==> src/rtl/fq_period_meter.sv <==
`timescale 1ns/1ps
`default_nettype none
// ============================================================================
//  Module      : fq_period_meter
//  Description : Measures the rise-to-rise period and rise-to-fall high time
//                of a slow clock-like input, counted in system clock cycles.
//                The measured signal is synchronized and treated as data.
//                Supports single-shot and continuous back-to-back operation,
//                with a cycle-count timeout when an expected edge never comes.
//  Revision    : 1.0 - initial release
// ============================================================================
module fq_period_meter #(
    parameter int CNT_W       = 16,
    parameter int SYNC_STAGES = 2,
    parameter int TIMEOUT     = 1000
) (
    input  logic             clk,
    input  logic             reset,
    input  logic             clk_in,
    input  logic             start,
    input  logic             cont,
    output logic [CNT_W-1:0] period,
    output logic [CNT_W-1:0] high_time,
    output logic             valid,
    output logic             busy,
    output logic             timeout
);

    typedef enum logic [1:0] {
        S_IDLE = 2'd0,
        S_ARM  = 2'd1,
        S_MEAS = 2'd2,
        S_DONE = 2'd3
    } state_t;

    localparam logic [CNT_W-1:0] C_LIMIT = CNT_W'(TIMEOUT - 1);
    localparam logic [CNT_W-1:0] C_ONE   = {{(CNT_W-1){1'b0}}, 1'b1};

    // Synchronizer chain and edge-history flop
    logic [SYNC_STAGES-1:0] r_sync;
    logic                   r_hist;
    logic                   w_sync;
    logic                   w_rise;
    logic                   w_fall;

    // FSM and datapath registers
    state_t           r_state;
    logic [CNT_W-1:0] r_cnt;
    logic [CNT_W-1:0] r_high_tmp;
    logic             r_high_seen;
    logic [CNT_W-1:0] r_period;
    logic [CNT_W-1:0] r_high;
    logic             r_valid;
    logic             r_busy;
    logic             r_timeout;

    // Next-state values
    state_t           w_state_nxt;
    logic [CNT_W-1:0] w_cnt_nxt;
    logic [CNT_W-1:0] w_high_tmp_nxt;
    logic             w_high_seen_nxt;
    logic [CNT_W-1:0] w_period_nxt;
    logic [CNT_W-1:0] w_high_nxt;
    logic             w_valid_nxt;
    logic             w_timeout_nxt;
    logic [CNT_W-1:0] w_cnt_inc;
    logic             w_limit;

    assign w_sync    = r_sync[SYNC_STAGES-1];
    assign w_rise    = w_sync & ~r_hist;
    assign w_fall    = ~w_sync & r_hist;
    assign w_cnt_inc = r_cnt + C_ONE;
    // >= rather than == so a fall that suppresses the limit cycle still times
    // out one cycle later instead of letting the counter run on.
    assign w_limit   = (r_cnt >= C_LIMIT);

    // Bring the asynchronous input into the clk domain and keep one history bit
    always_ff @(posedge clk or negedge reset) begin
        if (!reset) begin
            r_sync <= '0;
            r_hist <= 1'b0;
        end else begin
            r_sync <= {r_sync[SYNC_STAGES-2:0], clk_in};
            r_hist <= w_sync;
        end
    end

    // Measurement FSM next-state and datapath decode
    always_comb begin
        w_state_nxt     = r_state;
        w_cnt_nxt       = r_cnt;
        w_high_tmp_nxt  = r_high_tmp;
        w_high_seen_nxt = r_high_seen;
        w_period_nxt    = r_period;
        w_high_nxt      = r_high;
        w_valid_nxt     = 1'b0;
        w_timeout_nxt   = 1'b0;
        case (r_state)
            S_IDLE: begin
                if (start) begin
                    w_state_nxt = S_ARM;
                    w_cnt_nxt   = '0;
                end
            end
            S_ARM: begin
                if (w_rise) begin
                    w_state_nxt     = S_MEAS;
                    w_cnt_nxt       = '0;
                    w_high_seen_nxt = 1'b0;
                end else if (w_limit) begin
                    w_state_nxt   = S_IDLE;
                    w_cnt_nxt     = '0;
                    w_timeout_nxt = 1'b1;
                end else begin
                    w_cnt_nxt = w_cnt_inc;
                end
            end
            S_MEAS: begin
                w_cnt_nxt = w_cnt_inc;
                if (w_fall && !r_high_seen) begin
                    w_high_tmp_nxt  = w_cnt_inc;
                    w_high_seen_nxt = 1'b1;
                end
                if (w_rise) begin
                    // A rise without an earlier fall reports a 100% high time
                    w_state_nxt  = S_DONE;
                    w_period_nxt = w_cnt_inc;
                    w_high_nxt   = r_high_seen ? r_high_tmp : w_cnt_inc;
                    w_cnt_nxt    = '0;
                    w_valid_nxt  = 1'b1;
                end else if (w_limit && !w_fall) begin
                    w_state_nxt   = S_IDLE;
                    w_cnt_nxt     = '0;
                    w_timeout_nxt = 1'b1;
                end
            end
            S_DONE: begin
                if (cont) begin
                    // The terminating rise already began the next period
                    w_state_nxt     = S_MEAS;
                    w_cnt_nxt       = C_ONE;
                    w_high_seen_nxt = 1'b0;
                end else begin
                    w_state_nxt = S_IDLE;
                end
            end
            default: begin
                w_state_nxt = S_IDLE;
                w_cnt_nxt   = '0;
            end
        endcase
    end

    // FSM state, counter, results and registered status outputs
    always_ff @(posedge clk or negedge reset) begin
        if (!reset) begin
            r_state     <= S_IDLE;
            r_cnt       <= '0;
            r_high_tmp  <= '0;
            r_high_seen <= 1'b0;
            r_period    <= '0;
            r_high      <= '0;
            r_valid     <= 1'b0;
            r_busy      <= 1'b0;
            r_timeout   <= 1'b0;
        end else begin
            r_state     <= w_state_nxt;
            r_cnt       <= w_cnt_nxt;
            r_high_tmp  <= w_high_tmp_nxt;
            r_high_seen <= w_high_seen_nxt;
            r_period    <= w_period_nxt;
            r_high      <= w_high_nxt;
            r_valid     <= w_valid_nxt;
            r_busy      <= (w_state_nxt != S_IDLE);
            r_timeout   <= w_timeout_nxt;
        end
    end

    assign period    = r_period;
    assign high_time = r_high;
    assign valid     = r_valid;
    assign busy      = r_busy;
    assign timeout   = r_timeout;

endmodule
`default_nettype wire

==> config.mk <==
export PLATFORM = sky130hd
export DESIGN_NAME = fq_period_meter
export DESIGN_NICKNAME = d
export VERILOG_FILES = /design/src/rtl/fq_period_meter.sv
export SDC_FILE = /design/constraint.sdc
export NUM_CORES = 1
export LEC_CHECK = 0
export BUFFER_PORTS_ARGS = -buffer_cell sky130_fd_sc_hd__buf_2
export CAP_MARGIN = 15
export CORE_MARGIN = 2
export CORE_UTILIZATION = 34
export CTS_CLUSTER_DIAMETER = 50
export DETAILED_ROUTE_END_ITERATION = 10
export GPL_ROUTABILITY_DRIVEN = 1
export MAX_ROUTING_LAYER = met4
export PLACE_DENSITY = 0.54
export SLEW_MARGIN = 25
export SYNTH_ARGS = -nofsm -noshare
export SYNTH_HDL_FRONTEND = slang
export SYNTH_SLANG_ARGS = --single-unit
==> constraint.sdc <==
create_clock -name clk -period 3 [get_ports clk]
set_input_delay 0.3 -clock clk [delete_from_list [all_inputs] [get_ports clk]]
set_output_delay 0.3 -clock clk [all_outputs]
set_load 0.03 [all_outputs]
# After elaboration in Yosys (flattened, before gate mapping)
# Index checks and enable logic that the tools add are counted.
[classes]
eq_ne = 7
magnitude_cmp = 1
reduce_logical = 11
addsub = 1
n_mux = 26
bitwise = 4
[ops]
columns = ["operator", "count"]
rows = [
  ["$mux W16", 7],
  ["$pmux W16 S4", 1],
  ["$add A16 B1 Y16 const B", 1],
  ["$ge A16 B10 Y1 const B", 1],
  ["$mux W2", 6],
  ["$mux W1", 9],
  ["$ne A2 B2 Y1 const B", 4],
  ["$pmux W2 S4", 1],
  ["$reduce_and A2 Y1", 3],
  ["$eq A2 B2 Y1 const B", 2],
  ["$reduce_and A4 Y1", 1],
  ["$pmux W1 S3", 1],
  ["$reduce_bool A3 Y1", 1],
  ["$and A1 B1 Y1", 2],
  ["$eq A2 B1 Y1 const B", 1],
  ["$logic_and A1 B1 Y1", 2],
  ["$logic_not A1 Y1", 2],
  ["$logic_not A2 Y1", 1],
  ["$not A1 Y1", 2],
  ["$pmux W1 S2", 1],
  ["$reduce_bool A2 Y1", 1],
]
[word_totals]
ff_bits = 73
output_inout_bits = 35
input_bits = 5

# Logic depth before layout (Yosys ltp)
[logic_depth]
word_depth = 8
mapped_depth = 9
mapped_depth_nobuf = 7

# Worst setup path after synthesis
# No wires, ideal clock.
[synth_timing]
kind = "reg-to-reg"
start = "register r_cnt[0]"
end = "register r_cnt[14]"
required_ns = 2.924
stages_incl_launch_ff = 9
synth_period_minus_slack_ns = 1.983
slack_ns = 1.017
setup_ns = 0.076
n_path_buf = 2
arrival_ns = 1.906
path_cell_list = "dfrtp_1 ha_1 buf_2 a211oi_2 nor4_4 o32ai_4 nand2_2 buf_2 o21ai_1"
[synth_via]
elab_chain_cells = 5
word_cells_on_any_way = 8
[synth_rtl]
columns = ["item", "line", "text"]
rows = [
  ["from (decl)", "48", "logic [CNT_W-1:0] r_cnt;"],
  ["from (signal assigned)", "168", "r_cnt <= w_cnt_nxt;"],
  ["$ge A16 B10 Y1", "75", "assign w_limit = (r_cnt >= C_LIMIT);"],
  ["$logic_and A1 B1 Y1", "131", "end else if (w_limit && !w_fall) begin"],
  ["$mux W16", "131", ""],
  ["$mux W16", "124", "if (w_rise) begin"],
  ["$pmux W16 S4 (*)", "98", "case (r_state)"],
]
# Every way passes the cells marked *; elsewhere a longest branch is shown, timed or not.
# A chain may end at the register's enable or synchronous reset.

# Worst setup path after layout
[layout_timing]
start = "register r_cnt[0]"
end = "register r_cnt[7]"
# Same word-level chain as after synthesis.

==> results.yml <==
power:
  ir_drop_mv: 0.275
  power_density_nw_per_um2: 731
  power_leakage_uw: 0.00174
finish:
  diodes: 0
  drive_gt1_frac: 0.206
  final_core_util: 0.403
  finalNetCount: 379
  post-route-cell-area_sq_um: 3880
  area_delta_synth_final_pct: 16.7
detailed_routing:
  drtPass1Iterations: 4
  drt-total-wl_um: 7350
  drtIter0Drc: 146
  ant_nets: 0
  num_vias: 2521
  vias_per_cell: 4.97
  wire_per_inst_um: 14.5
  drc: 0
logic_synthesis:
  synth_cell_types: 48
  synth_top_family_by_area: "simple AND/OR/NAND/NOR gates"
  yosys_warnings: 0
  synth-simple-area-share: 0.172
  synth_edf_count: 0
  synth-main-ff-cell: "dfrtp_1"
  synth_seq_area_share: 0.549
  synth_compound_area_frac: 0.152
  synth_top_cell_area_share: 0.549
  syn-instance-count: 332
  synth_area_leader_cell: "dfrtp_1"
  muxShareOfSynthArea: 0.0395
  postSynthAreaPerCell_sq_um: 10.0
  synth_area_sq_um: 3330
  synth_fa_ha_area_frac: 0.0188
  ys_ff_latch: 73
  synth_xor_area_frac: 0.0368
  synthArstFlopShare: 1.00
  ys_top_cells_by_area: "dfrtp_1 (55%), nand2_1 (6.2%), o21ai_0 (4.7%), a21oi_1 (3.3%), mux2_2 (3.0%)"
  syn_nets: 342
global_routing:
  grt_max_degree: 74
  track_usage: 0.156
  grt_pass1_vias: 2459
  grt_first_pass_wirelength_um: 12200
  antenna_found_initial: 0
  gr-total-overflow: 0
timing:
  skew_ns: 0.00794
  holdWs_ns: -0.0448
  maxSlewViolCount: 0
  hold_viol: 38
  fin_crit_sh: 0.767
  setup_viol: 0
  finalSetupTns_ns: 0
  worstMarginPinSlew_ns: 0.717
  fin_crit_ns: 2.30
  rsz0062_at_grt: "false"
  clock.fmax_mhz: 435
  relSlewSlack: 0.522
run_status:
  status: "finished, violations left"
  violations: "negative hold slack"
floorplan:
  die_y_um: 103
  io_pins: 40
  die_w_um: 103
  core_region_area_sq_um: 9640
  initial_core_util: 0.345
  row_count: 36
  fp.dieArea_sq_um: 10600
worst_setup_path:
  r2r_end: "r_cnt[7]"
  startpoint_type: "flop"
  rr_startpoint: "r_cnt[0]"
  end_kind: "flop"
  worstPathArrival_ns: 2.55
  critPathMaxFanout: 13
  r2r_setup_slack_ns: 0.70
  worst_ep_required_time_ns: 3.25
  crit_start: "r_cnt[0]"
  rr_worst_depth: 6
  endpoint: "r_cnt[7]"
  crit_type: "reg2reg"
place:
  port_buffers: 39
  gp_congestion: 0.860
  dp_hpwl_um: 5140
  place_area_sq_um: 3660
cts:
  clock_path_buffers: 2
  cts_buffers: 9
  tritoncts: "yes"
  cts_hold_buf: 0
  htreeDepth: 3
  insertion_delay_ns: 0.34
  cts-root-buf: "clkbuf_8"
  clkSinkCount: 73
  cts_resized: 0
  clk_pin_slew_ns: 0.08
  cts_setup_buffers: 0
worst_hold_path:
  hold_class: "in2async"
run:
  drv_cap: 0
[cell families after synthesis]
kind of cell    after synthesis
simple gates                119
compound gates               83
flops                        73
buf+inv                      26
xor+xnor                     14
mux                          12
fa+ha+maj                     5
[power by group]
group	internal (uW)	switching, uW
registers	1160	117
logic	244	467
clock network	490	363
[per-layer routing]
metal	up-vias	share of wire	GRT usage
li1	1225	-	-
met1	1238	0.47	0.206
met2	46	0.48	0.236
met3	12	0.037	0.0224
met4	0	0.020	0.0739
met5	-	0	-
[cell type report]
class                           instances  area, sq um
Timing Repair Buffer                   44          239
Clock buffer                           11          141
Tap cell                              133          166
Clock inverter                          5         78.8
Multi-Input combinational cell        233         1400
Inverter                                8         30.0
Fill cell                             966         5750
Sequential cell                        73         1830
[cells in the final DEF (no fill, tap or decap), types with 2 or more instances in the layout]
cell type  netlist  final
nand3_1          8      8
nor3_2           1      2
ha_1             5      5
a21oi_1         22     22
o21ai_1         10     10
o21ai_0         31     31
nand2b_1         3      3
nand2_1         55     55
o221ai_1         5      5
nor3_1           4      3
and2_1           2      2
clkinv_2         0      2
nor2_1          25     25
buf_2            5     38
inv_1            7      7
buf_4            0      5
mux2i_1          3      3
xnor2_1          7      7
o22ai_1          2      2
clkbuf_8         0     10
a32oi_1          2      2
nor2b_1          4      4
bufinv_16        0      2
dfrtp_1         73     73
xor2_1           7      7
or3_1            2      2
nand4_1          4      4
mux2_2           9      9
a32o_1           2      2
[per-stage QoR]
step           setup slack, ns  power [uW]  std cells
2_1_floorplan             1.02        1800        332
3_3_place_gp             0.765        2000        491
3_5_place_dp             0.700        2020        491
4_1_cts                  0.683        2880        507
5_1_grt                  0.569        3020        507
6_report                 0.700        2840        507
[critical path, stage by stage, from the launching register on]
cell	delay, ns
dfrtp_1	0.46
ha_1	0.33
a211oi_2	0.37
nor4_4	0.09
o32ai_4	0.40
nand2_2	0.29
o31ai_1	0.27
[state kept, by name, summed over array words and instances, names as in the netlist, 2 cells and up]
signal / cells
r_state: 2
r_sync: 2
r_high_tmp: 16
period: 16
r_cnt: 16
high_time: 16
[how the worst min path moves through the flow]
stage                   start            to  slack (ns)  cells after the start
detailed placement  r_sync[0]     r_sync[1]        0.37                      0
global route            reset  high_time[0]        0.01                      1
floorplan               reset          busy       0.004                      0
finish                  reset  high_time[0]       -0.04                      1
CTS                    clk_in     r_sync[0]        0.04                      1
global placement    r_sync[0]     r_sync[1]        0.34                      0
[cell usage after synthesis, types with 2 or more instances]
master	number
xor2_1	7
ha_1	5
o21ai_1	10
buf_2	5
inv_1	7
nor2_1	25
nand2b_1	3
nand2_1	55
xnor2_1	7
nor2b_1	4
and2_1	2
a32oi_1	2
nand4_1	4
o22ai_1	2
clkbuf_1	12
mux2i_1	3
a32o_1	2
nor3_1	4
o221ai_1	5
or3_1	2
a21oi_1	22
nand3_1	8
dfrtp_1	73
mux2_2	9
o21ai_0	31
Power figures use the tool's default switching activity.
